[src/rtl/mac_vlg_tx_framer.sv]
// GMII-style transmit framer: preamble, SFD, data, optional zero pad, CRC-32 FCS, inter-frame gap.
// Define MAC_VLG_TX_FRAMER_PAD_EN to pad short frames with 0x00 up to MIN_LEN bytes before the FCS.
module mac_vlg_tx_framer #(
   parameter int unsigned PREAMBLE_LEN = 7,
   parameter int unsigned IFG_BYTES    = 12,
   parameter int unsigned MIN_LEN      = 60
) (
   input  logic        clk,
   input  logic        rst,
   input  logic [7:0]  in_dat,
   input  logic        in_val,
   input  logic        in_last,
   output logic        in_rdy,
   output logic [7:0]  phy_dat,
   output logic        phy_val,
   output logic        phy_err,
   output logic        busy,
   output logic        done,
   output logic [15:0] frm_cnt
);

   typedef enum logic [2:0] {
      IDLE, PRE, SFD, DATA,
`ifdef MAC_VLG_TX_FRAMER_PAD_EN
      PAD,
`endif
      FCS, IFG
   } state_t;

   state_t      state, state_n;
   logic [15:0] tcnt, tcnt_n;
   logic [10:0] cnt, cnt_n, cnt_inc;
   logic [31:0] crc, crc_n, fcs;
   logic [7:0]  phy_dat_n;
   logic        phy_val_n, phy_err_n, done_n;
   logic [15:0] frm_cnt_n;

   function automatic logic [31:0] crc_byte(input logic [31:0] c, input logic [7:0] d);
      logic [31:0] r;
      r = c ^ {24'h000000, d};
      for (int unsigned i = 0; i < 8; i++)
         r = r[0] ? ((r >> 1) ^ 32'hEDB88320) : (r >> 1);
      return r;
   endfunction

   // State names the phase deciding the next registered phy byte; the wire lags it by one cycle.
   assign in_rdy = (state == SFD) || (state == DATA);
   assign busy   = (state != IDLE);

   always_comb begin
      state_n   = state;
      tcnt_n    = tcnt;
      cnt_n     = cnt;
      crc_n     = crc;
      phy_dat_n = 8'h00;
      phy_val_n = 1'b0;
      phy_err_n = 1'b0;
      done_n    = 1'b0;
      frm_cnt_n = frm_cnt;
      fcs       = ~crc;
      cnt_inc   = (cnt == '1) ? cnt : cnt + 11'd1;
      case (state)
         IDLE: begin
            cnt_n  = '0;
            crc_n  = '1;
            tcnt_n = '0;
            if (in_val) begin
               state_n   = PRE;
               phy_dat_n = 8'h55;
               phy_val_n = 1'b1;
            end
         end
         PRE: begin
            phy_val_n = 1'b1;
            tcnt_n    = tcnt + 16'd1;
            if (tcnt == 16'(PREAMBLE_LEN - 1)) begin
               phy_dat_n = 8'hD5;
               tcnt_n    = '0;
               state_n   = SFD;
            end else begin
               phy_dat_n = 8'h55;
            end
         end
         SFD, DATA: begin
            phy_val_n = 1'b1;
            if (in_val) begin
               phy_dat_n = in_dat;
               crc_n     = crc_byte(crc, in_dat);
               cnt_n     = cnt_inc;
               state_n   = DATA;
               if (in_last) begin
                  state_n = FCS;
`ifdef MAC_VLG_TX_FRAMER_PAD_EN
                  if (32'(cnt_inc) < MIN_LEN) state_n = PAD;
`endif
               end
            end else begin
               phy_err_n = 1'b1;
               tcnt_n    = '0;
               state_n   = IFG;
            end
         end
`ifdef MAC_VLG_TX_FRAMER_PAD_EN
         PAD: begin
            phy_val_n = 1'b1;
            crc_n     = crc_byte(crc, 8'h00);
            cnt_n     = cnt_inc;
            if (32'(cnt_inc) >= MIN_LEN) state_n = FCS;
         end
`endif
         FCS: begin
            phy_val_n = 1'b1;
            phy_dat_n = fcs[{tcnt[1:0], 3'b000} +: 8];
            tcnt_n    = tcnt + 16'd1;
            if (tcnt[1:0] == 2'd3) begin
               done_n    = 1'b1;
               frm_cnt_n = frm_cnt + 16'd1;
               tcnt_n    = '0;
               state_n   = IFG;
            end
         end
         IFG: begin
            tcnt_n = tcnt + 16'd1;
            if (tcnt == 16'(IFG_BYTES - 1)) begin
               tcnt_n  = '0;
               state_n = IDLE;
            end
         end
         default: state_n = IDLE;
      endcase
   end

   always_ff @(posedge clk) begin
      if (!rst) begin
         state   <= IDLE;
         tcnt    <= '0;
         cnt     <= '0;
         crc     <= '1;
         phy_dat <= 8'h00;
         phy_val <= 1'b0;
         phy_err <= 1'b0;
         done    <= 1'b0;
         frm_cnt <= '0;
      end else begin
         state   <= state_n;
         tcnt    <= tcnt_n;
         cnt     <= cnt_n;
         crc     <= crc_n;
         phy_dat <= phy_dat_n;
         phy_val <= phy_val_n;
         phy_err <= phy_err_n;
         done    <= done_n;
         frm_cnt <= frm_cnt_n;
      end
   end

endmodule

[config.mk]
export PLATFORM = sky130hd
export DESIGN_NAME = mac_vlg_tx_framer
export DESIGN_NICKNAME = d
export VERILOG_FILES = /design/src/rtl/mac_vlg_tx_framer.sv
export SDC_FILE = /design/constraint.sdc
export NUM_CORES = 1
export LEC_CHECK = 0
export ABC_CLOCK_PERIOD_IN_PS = 2850
export BUFFER_PORTS_ARGS = -buffer_cell sky130_fd_sc_hd__clkbuf_2
export CAP_MARGIN = 20
export CORE_AREA = 2 2 121 123
export CTS_CLUSTER_SIZE = 20
export DETAILED_ROUTE_END_ITERATION = 8
export DIE_AREA = 0 0 123 125
export GPL_TIMING_DRIVEN = 0
export SKIP_LAST_GASP = 1
export SLEW_MARGIN = 20
export SYNTH_ARGS = -nofsm -noshare
export SYNTH_HDL_FRONTEND = slang
export SYNTH_SLANG_ARGS = --single-unit
[constraint.sdc]
create_clock -name clk -period 2.85 [get_ports clk]
set_input_delay 0.285 -clock clk [delete_from_list [all_inputs] [get_ports clk]]
set_output_delay 0.285 -clock clk [all_outputs]
set_load 0.01 [all_outputs]
Yosys cells after proc, flatten, opt, wreduce, memory -nomap -nowiden
Cells that the tools add are included.

storage, ports and cells
  flip-flop bits (word level) = 78
  word-level logic and storage cells = 78

cells by class
  $add $sub $neg = 2
  equal/unequal tests = 14
  shift operators = 1
  mux-type cells = 30
  bitwise operators = 10
  reduce and logical (&&, ||, !) cells = 13

operators by type and width
  operator                                        number
  2-to-1 mux 32 bit                               9
  inverter 13 -> 14 bit                           8
  case mux 16 bit (5 select lines)                1
  2-to-1 mux 16 bit                               4
  case mux 32 bit (2 select lines)                1
  adder 16 x 1 -> 16 bit, second input constant   2
  inverter 32 bit                                 1
  case mux 8 bit (4 select lines)                 1
  indexed part select 32 x 6 -> 8 bit             1
  bitwise XOR 32 x 8 -> 32 bit                    1
  2-to-1 mux 3 bit                                6
  == test 16 x 3 -> 1 bit, second input constant  1
  == test 16 x 4 -> 1 bit, second input constant  1
  2-to-1 mux 8 bit                                2
  case mux 3 bit (5 select lines)                 1
  inequality test 2 bit, second input constant    6
  AND reduction 2 bit                             5
  2-to-1 mux 7 bit                                1
  == test 3 x 2 -> 1 bit, second input constant   2
  == test 3 bit, second input constant            2
  nonzero test 5 bit                              1
  AND reduction 4 bit                             1
  OR reduction 4 bit                              1
  == test 3 x 1 -> 1 bit, second input constant   1
  8 further kinds                                 10

Logic depth before layout (Yosys ltp)
  depth after elaboration = 19
  depth in mapped cells = 10
  depth with buffers taken out = 8

Least setup slack after synthesis
No wires, ideal clock.

  kind = flip-flop to flip-flop
  start = register tcnt[0]
  end = register tcnt[0]
  arrival time = 2.007 ns
  data required time = 2.711 ns
  setup slack = 0.703 ns
  stages on the path, launching flop included = 11
  buffers on the path = 2
  cells stage by stage = dfxtp_1 > buf_2 > inv_1 > ha_1 > nor4bb_1 > a41o_1 > a21o_1 > buf_2 > inv_1 > o21ai_1 > nor3_1

between the ends
  longest elaborated chain between the ends = 3
  elaborated cells between the ends (all ways) = 8
  those cells by class = add/sub (1); eq/ne (3); mux (4)

RTL lines
  item                                                  RTL line      text
  start: declaration                                    31            logic [15:0] tcnt, tcnt_n;
  start signal: assignment                              146           tcnt <= tcnt_n;
  adder 16 x 1 -> 16 bit, or another cell as far along  75, 114, 123
  2-to-1 mux 16 bit (on tied branches)                  124, 115, 76
  case mux 16 bit (5 select lines) (*)                  62            case (state)

Every way passes the cells marked *; elsewhere a longest branch is shown, timed or not.
A chain may end at the register's enable or synchronous reset.

Final worst setup path
Same ends and word-level chain as after synthesis.

==> summary.md <==
| Metric | Value |
|---|---|
| Switching pwr | 0.935 mW |
| CORE AREA | 14200 um^2 |
| Max-Cap Viols | 0 |
| Worst Hold Class | in -> reg |
| Gpl congestion | 0.875 |
| Syn_nets | 472 |
| Count leader, synth | dfxtp_1 |
| Distinct cells, synth | 46 |
| DP Wirelength | 7.54 mm |
| Final setup vio count | 0 |
| CP Buf/Inv Count | 4 |
| Die Ht | 125 um |
| Most frequent cells after synthesis | 78 x dfxtp_1, 58 x xnor2_1, 54 x nand2_1 |
| Worst Max-Slew Pin Slew | 0.929 ns |
| Ys async rst share | 0% |
| CP startpoint kind | flop |
| Starting Density | 29.2% |
| PD cells | 657 nW/um^2 |
| Post-route clock period utilization | 86.0% |
| Post-Syn Area per Cell | 9.09 um^2 |
| DRC Markers | 0 |
| Largest net degree at the start of global routing | 15 |
| Number of buffers added on ports | 39 |
| Post-synthesis sequential area ratio | 37.7% |
| Die width | 123 um |
| Top layer in use | met4 |
| Ys flop type | dfxtp_1 |
| Layout cells sized above 1 | 16.6% |
| First-pass GRT wire length | 17.2 mm |
| Achievable Freq | 408 MHz |
| Drt total wl | 10.5 mm |
| Antenna violations before repair | 0 |
| Vias in the first global route | 3353 |
| IO Count | 41 |
| Vias per std cell | 4.97 |
| Crit-path max FO | 10 |
| DRT iter0 DRCs | 196 |
| TritonCTS buffer count | 9 |
| CP Class | reg -> reg |
| Post-synthesis instance area | 4140 um^2 |
| Post-DRT Antenna Nets | 0 |
| Clk sinks | 78 |
| Worst path slowest cell | o21ai_2 |
| Nets | 522 |
| Tmin final | 2.45 ns |
| PnR worst setup slack | 0.400 ns |
| Slew Limit Fails | 0 |
| DP Area | 4570 um^2 |
| Synth area leaders | dfxtp_1 38%, xnor2_1 12%, nand2_1 4.9%, xor2_1 4.4%, o22ai_1 4.2% |
| CTS Root Cell | clkbuf_16 |
| Drt wl/cell | 15.1 um |
| Post-Syn Instances | 456 |
| Via Count | 3451 |
| VDD IR max | 0.276 mV |
| Internal Pwr Total | 2.30 mW |
| Hold slack | 0.237 ns |
| Post-CTS Setup Repair Bufs | 0 |
| WL met3 | 490 um |
| Leakage | 1.77 nW |
| CP required | 3.06 ns |
| Diode count | 0 |
| Synth area leader | dfxtp_1 |
| Warnings, synthesis | 0 |
| Slowest Stage Delay on Critical Path | 0.39 ns |
| Delay-heaviest family, CP | buffers and inverters |
| Sw frac | 28.9% |
| Sum of negative setup slack | 0 ns |
| Pre-antenna DRT Iters | 5 |
| CTS tree | yes |
| WL met2 | 4.95 mm |
| Slew headroom | 37.8% |
| Worst-path clk slew | 0.06 ns |
| Post-synth EDFFs | 0 |
| Synth top area share | 37.7% |
| Global Route Usage Sum | 14.2% |
| H-Tree Depth | 3 |
| CP arrival | 2.66 ns |
| Wl on met1 | 4.85 mm |
| Comb power frac | 22.7% |
| RSZ-0062 raised after global routing | false |
| Final Instance Area | 4920 um^2 |
| Sequential power share | 35.9% |
| Clock Tree Buf Depth | 2 |
| Die ar. | 15400 um^2 |
| Crit end category | flop |
| Total gr overflow | 0 |
| Dpl ws | 0.171 ns |
| Crit-path cells | buf_2 -> inv_1 -> ha_1 -> nor4bb_1 -> a41o_1 -> a21o_1 -> buf_2 -> inv_1 -> o21ai_2 -> nor3_1 |
| Outcome | completed |
| Row count | 44 |
| Clock insertion delay at the later pin of the skew report | 0.34 ns |
| Layout Area Growth over Synthesis | 18.7% |
| Fin. Hold Viols | 0 |
| Clk pwr share | 41.3% |
| Yosys reg bits | 78 |
| Setup Skew | 0.00523 ns |
-- flip-flops by register name, indices dropped and copies added (netlist names) --
name and cells:
crc 32, tcnt 16, phy_val 1, phy_err 1, done 1, frm_cnt 16, state 3, phy_dat 8
-- power by group through the flow --
stage	clock network (mW)	registers (mW)	logic, mW
final	1.34	1.16	0.734
after global routing	1.40	1.16	0.800
after CTS	1.36	1.16	0.731
after detailed placement	0	1.19	0.724
after global placement	0	1.18	0.720
after floorplan	0	1.18	0.558
-- routing by layer --
metal	global-route usage, %	up-vias
li1	-	1677
met1	19.0	1677
met2	22.2	83
met3	3.10	14
met4	5.35	0
met5	0	-
-- what timing repair did --
action	4_1_cts	5_1_grt
hold buffers	0	0
endpoints found under the hold margin	0	0
gates resized for setup	0	1
endpoints found under the setup margin	0	9
-- cells in the final DEF, fill, tap and decap left out, types with 16 or more instances in the layout --
master	n
a21oi_1	17
clkbuf_1	22
clkbuf_2	39
dfxtp_1	78
nand2_1	54
nand3_1	16
nor2_1	41
o22ai_1	28
xnor2_1	58
xor2_1	21
-- stage by stage --
stage / util, % / total power, mW / instances
final: 34.6 / 3.23 / 695
after global routing: 34.6 / 3.37 / 695
after CTS: 34.6 / 3.25 / 695
after detailed placement: 32.2 / 1.91 / 679
after global placement: 32.2 / 1.90 / 679
after floorplan: - / 1.74 / 456
-- logic make-up after synthesis --
group	synth area share, %
compound gates	11.1
xor+xnor	23.3
fa+ha+maj	1.21
buf+inv	3.14
flops	37.7
mux	5.43
simple gates	18.1
-- tightest hold or removal path: cells and delay by family --
kind / cells / cell delay [ns]
buffers and inverters: 1 / 0.11
AOI/OAI and AO/OA: 1 / 0.07
and+or+nand+nor: 1 / 0.07
-- cell type report --
cell class                 count  area [um^2]
tap                          184          230
timing repair buffer          39          195
clock buffer                   9          225
clock inverter                 7          120
sequential                    78         1560
multi-input combinational    344         2460
inverter                      10         37.5
fill                        1483         9290
buffer                        24         92.6
-- path summary, 6_finish.rpt --
kind	start	to	slack, ns	cells past startpoint
min	in_dat[3]	phy_dat[3]	0.24	3
min reg2reg	crc[23]	crc[23]	0.50	2
max	tcnt[0]	tcnt[0]	0.40	10
max reg2reg	tcnt[0]	tcnt[0]	0.40	10
Power figures use the tool's default switching activity.
